**config.mk**
```make
export PLATFORM = sky130hd
export DESIGN_NAME = vga_fb_arbiter
export DESIGN_NICKNAME = d
export VERILOG_FILES = /design/src/rtl/vga_fb_arbiter.sv
export SDC_FILE = /design/constraint.sdc
export NUM_CORES = 1
export LEC_CHECK = 0
export BUFFER_PORTS_ARGS = -buffer_cell sky130_fd_sc_hd__clkbuf_2
export CAP_MARGIN = 30
export CORE_ASPECT_RATIO = 1.75
export CORE_MARGIN = 2
export CORE_UTILIZATION = 32
export CTS_BUF_LIST = sky130_fd_sc_hd__clkbuf_8
export DETAILED_ROUTE_END_ITERATION = 12
export MAX_ROUTING_LAYER = met4
export RECOVER_POWER = 25
export SLEW_MARGIN = 20
export SYNTH_ARGS = -nofsm -noshare
export SYNTH_HDL_FRONTEND = slang
export SYNTH_SLANG_ARGS = --single-unit
export TNS_END_PERCENT = 10
```
**constraint.sdc**
```tcl
create_clock -name clk -period 4.56 [get_ports clk]
set_input_delay 0 -clock clk [delete_from_list [all_inputs] [get_ports clk]]
set_output_delay 0 -clock clk [all_outputs]
set_load 0.05 [all_outputs]
```
**src/rtl/vga_fb_arbiter.sv**
```systemverilog
// vga_fb_arbiter: shares the single-port framebuffer RAM between VGA scan-out and one host port.
// Latency: rgb is valid 2 clk after pix_tick; host req->ack takes 3 clk, or 4 clk if it collides with a display read.
// Backpressure: scan-out always wins the RAM; the host is stalled in ISSUE for at most one cycle, and req is held until ack.
//
// Ports:
//   clk, reset_n                     clock, async active-low reset
//   pix_tick, hCount, vCount, bright  pixel strobe and scan position from the timing generator
//   host_req/we/addr/wdata            host request (held until host_ack)
//   host_ack, host_rdata              one-cycle completion pulse and read data
//   mem_en/we/addr/wdata, mem_rdata   framebuffer RAM port (1-clk read latency)
//   rgb                               registered {R,G,B} to the VGA pins
// Optional build macro: VGA_FB_BORDER_EN draws a 1-pixel BORDER_RGB frame without touching RAM.
module vga_fb_arbiter #(
  parameter int          FB_W        = 80,
  parameter int          FB_H        = 60,
  parameter int          SCALE_SHIFT = 3,
  parameter int          AW          = 13,
  parameter logic [11:0] BORDER_RGB  = 12'hFFF
) (
  input  logic          clk,
  input  logic          reset_n,
  input  logic          pix_tick,
  input  logic [9:0]    hCount,
  input  logic [9:0]    vCount,
  input  logic          bright,
  input  logic          host_req,
  input  logic          host_we,
  input  logic [AW-1:0] host_addr,
  input  logic [11:0]   host_wdata,
  output logic          host_ack,
  output logic [11:0]   host_rdata,
  output logic          mem_en,
  output logic          mem_we,
  output logic [AW-1:0] mem_addr,
  output logic [11:0]   mem_wdata,
  input  logic [11:0]   mem_rdata,
  output logic [11:0]   rgb
);

  localparam int CELLS = FB_W * FB_H;

  typedef enum logic [1:0] {S_IDLE, S_ISSUE, S_WAIT, S_ACK} hostState_t;

  hostState_t    hostState;
  logic          isBorder;
  logic          dispSlot;
  logic          hostInRange;
  logic          hostIssue;
  logic [AW-1:0] dispAddr;

  // Host op captured at issue time, used in WAIT to pick the read result.
  logic          opRead;
  logic          opValid;

  // One-stage pixel pipeline: what to show once the RAM data (if any) returns.
  logic          pixVld;
  logic          pixFromRam;
  logic [11:0]   pixColor;

`ifdef VGA_FB_BORDER_EN
  assign isBorder = (hCount == 10'd0) || (hCount == 10'd639) ||
                    (vCount == 10'd0) || (vCount == 10'd479);
`else
  assign isBorder = 1'b0;
`endif

  // Border pixels are constant colour, so they do not occupy the RAM slot.
  assign dispSlot    = pix_tick & bright & ~isBorder;
  assign dispAddr    = AW'(vCount >> SCALE_SHIFT) * AW'(FB_W) + AW'(hCount >> SCALE_SHIFT);
  assign hostInRange = (32'(host_addr) < 32'(CELLS));
  assign hostIssue   = (hostState == S_ISSUE) && !dispSlot && hostInRange;

  // RAM port mux: display first, host only when the display does not need it.
  always_comb begin
    mem_en    = 1'b0;
    mem_we    = 1'b0;
    mem_addr  = '0;
    mem_wdata = 12'h000;
    if (dispSlot) begin
      mem_en   = 1'b1;
      mem_addr = dispAddr;
    end else if (hostIssue) begin
      mem_en    = 1'b1;
      mem_we    = host_we;
      mem_addr  = host_addr;
      mem_wdata = host_wdata;
    end
  end

  // Display pipeline: T = slot, T+1 = RAM data present, rgb registered at end of T+1.
  always_ff @(posedge clk or negedge reset_n) begin
    if (!reset_n) begin
      pixVld     <= 1'b0;
      pixFromRam <= 1'b0;
      pixColor   <= 12'h000;
      rgb        <= 12'h000;
    end else begin
      pixVld     <= pix_tick;
      pixFromRam <= dispSlot;
      pixColor   <= (bright && isBorder) ? BORDER_RGB : 12'h000;
      if (pixVld) begin
        rgb <= pixFromRam ? mem_rdata : pixColor;
      end
    end
  end

  // Host FSM with registered ack/rdata.
  always_ff @(posedge clk or negedge reset_n) begin
    if (!reset_n) begin
      hostState  <= S_IDLE;
      host_ack   <= 1'b0;
      host_rdata <= 12'h000;
      opRead     <= 1'b0;
      opValid    <= 1'b0;
    end else begin
      case (hostState)
        S_IDLE: begin
          host_ack <= 1'b0;
          if (host_req) begin
            hostState <= S_ISSUE;
          end
        end
        S_ISSUE: begin
          // Out-of-range ops never touch RAM, so they need not wait for the slot.
          if (!dispSlot || !hostInRange) begin
            hostState <= S_WAIT;
            opRead    <= ~host_we;
            opValid   <= hostInRange;
          end
        end
        S_WAIT: begin
          if (opRead) begin
            host_rdata <= opValid ? mem_rdata : 12'h000;
          end
          host_ack  <= 1'b1;
          hostState <= S_ACK;
        end
        S_ACK: begin
          host_ack  <= 1'b0;
          hostState <= S_IDLE;
        end
        default: begin
          host_ack  <= 1'b0;
          hostState <= S_IDLE;
        end
      endcase
    end
  end

endmodule

```
==> out/qor.csv <==
metric,value,unit
synth-edff-count,0,
required,4560,ps
critPathMaxFanout,21,
fin_crit,2680,ps
rsz0062_at_grt,no,
final-setup-viol-count,0,
start_util,32.6,%
clock_tree.root_cell,clkbuf_8,
yosysSeqAreaShare,38.8,%
rrSetupSlack,2800,ps
post-place-ws,2260,ps
vdd_ir_drop_max,0.000141,V
dieArea,6930,um2
dpl_cell_area,2600,um2
clock_skew,1.66,ps
intPower,0.685,mW
num_rows,38,
die_y,109,um
diodes,0,
drt_wl_total,5310,um
synth_top_area_share,38.8,%
setup_ws,1880,ps
yosysWarnings,0,
power_density,485,nW/um2
h-tree-depth,2,
slew_violations,32,
comb_power_share,53.4,%
setup-tns-final,0,ps
yosysTopAreaCell,dfrtp_1,
antenna_found_initial,0,
final_cell_mix,"82 x clkbuf_2, 48 x nand2_1, 35 x o21ai_0",
numCtsBuffers,5,
cp-end-kind,primary output,
area_delta_synth_final,40.8,%
arrival,2680,ps
routedWlPerCell,12.2,um
critPathKind,primary input to primary output,
run_status,"finished, violations left",
syn_area,2000,um2
clock-sinks,31,
io_buffers,108,
dp.cells,411,
violations,"max-capacitance violations, max-slew violations",
antenna_left,0,
ys.flop_type,dfrtp_1,
drv_cap,1,
clk_latency,280,ps
cts_tree,yes,
clock_path_buffers,2,
fin_crit_sh,58.7,%
gr-usage-all-layers,16.2,%
hold_slack,109,ps
ys_seq_elements,31,
fmax,0.374,GHz
fin_area,2820,um2
drt_iter0_drc,92,
startpoint,pix_tick,
leakage,1.45,nW
grt_pass1_vias,1988,
final_common_cell,clkbuf_2,
fill_cells,637,
p_sw,0.683,mW
drive_above_1_share,26.6,%
gp_congestion,0.757,
crit_path_start_kind,primary input,
swShare,49.9,%
clk_pin_slew_worst_paths,60,ps
layout.nets,435,
syn_inst,232,
hold_path_class,primary input to flop,
holdCritStartpoint,host_addr[12],
pwr-share-seq,29.7,%
yosys-top-cells-area,"dfrtp_1 39%, ha_1 11%, nand2_1 9.0%, o21ai_0 8.8%, and2_1 4.4%",
hold_viol,0,
final_util,46.0,%
synth_cell_types,39,
core_area,6130,um2
dr.pass1.iters,4,
vias,2054,
postCtsResizedCells,0,
rr_startpoint,hostState[1]$_DFFE_PN0P_,
power_frac_clock,16.9,%
hpwl,4200,um
async_reset_ff_share,100,%
gr-total-overflow,0,
grt_max_degree,32,
boundaryPins,115,
total_power,1.37,mW
die_width,63.8,um
grt_pass1_wl,8740,um
drc,0,
relSlewSlack,-8.73,%
synth_area_per_cell,8.63,um2
vias_per_cell,4.73,
synth_nets,314,
stdcell_count,434,
tightestPinTransition,1630,ps
[per-layer routing]
metal | global-route usage [%] | vias to the layer above | share of wire, %
met5 | - | - | 0
met1 | 16.8 | 935 | 38
li1 | - | 1033 | -
met2 | 30.0 | 75 | 54
met3 | 1.75 | 11 | 5.4
met4 | 7.92 | 0 | 2.4
[worst paths after layout]
path,endpoint,cells past startpoint
worst min register to register,host_rdata[6]$_DFFE_PN0P_,2
min in group asynchronous,host_rdata[11]$_DFFE_PN0P_,2
worst max-delay path,mem_addr[12],9
worst min-delay path,opValid$_DFFE_PN0P_,3
max in group asynchronous,pixVld$_DFF_PN0_,2
worst max register to register,hostState[1]$_DFFE_PN0P_,5
[synth_stat cells, types with 4 or more instances]
library cell and instances:
nand3_1 13, a21oi_1 4, and2_1 14, a21o_1 5, clkbuf_1 8, dfrtp_1 31
nor2_1 4, ha_1 17, o21ai_0 35, xnor2_1 4, nand2_1 48, xor2_1 4
inv_1 16
[final cells by class]
type	count	area, um2	share of cell area [%]
clock inverters	1	3.75	0.133
repair buffers	124	666	23.6
well taps	80	100	3.55
inverters	17	63.8	2.26
clock buffers	7	96.3	3.42
flip-flops and latches	31	776	27.5
multi-input cells	174	1110	39.5
[power by group through the flow]
stage / clock network, mW / registers (mW) / logic, mW
3_5_place_dp: 0 / 0.413 / 0.740
3_3_place_gp: 0 / 0.411 / 0.728
2_1_floorplan: 0 / 0.570 / 0.405
4_1_cts: 0.239 / 0.408 / 0.752
6_report: 0.232 / 0.406 / 0.730
5_1_grt: 0.251 / 0.417 / 0.797
[state kept, by name (all words and copies together), names as in the netlist]
signal / flops
opValid: 1
pixFromRam: 1
pixVld: 1
host_rdata: 12
hostState: 2
rgb: 12
opRead: 1
host_ack: 1
[kinds of logic after synthesis]
group	Yosys count	share of synthesized area (%)
xor+xnor	8	3.50
buf+inv	27	5.63
simple gates	85	19.4
compound gates	59	18.3
fa+ha+maj	19	12.6
mux	3	1.81
flops	31	38.7
[timing repair]
action / 4_1_cts / 5_1_grt
setup endpoints to repair: 0 / 0
setup buffers: 0 / 0
endpoints found under the hold margin: 55 / 0
hold buffers: 15 / 0
[critical path: stages]
cell and delay (ps):
dlygate4sd3_1 530, clkbuf_2 110, nand2_1 460, clkinv_1 430, nand2_1 110, or3_1 310
a2111o_1 360, nand3_1 80, clkbuf_2 280
Power figures use the tool's default switching activity.
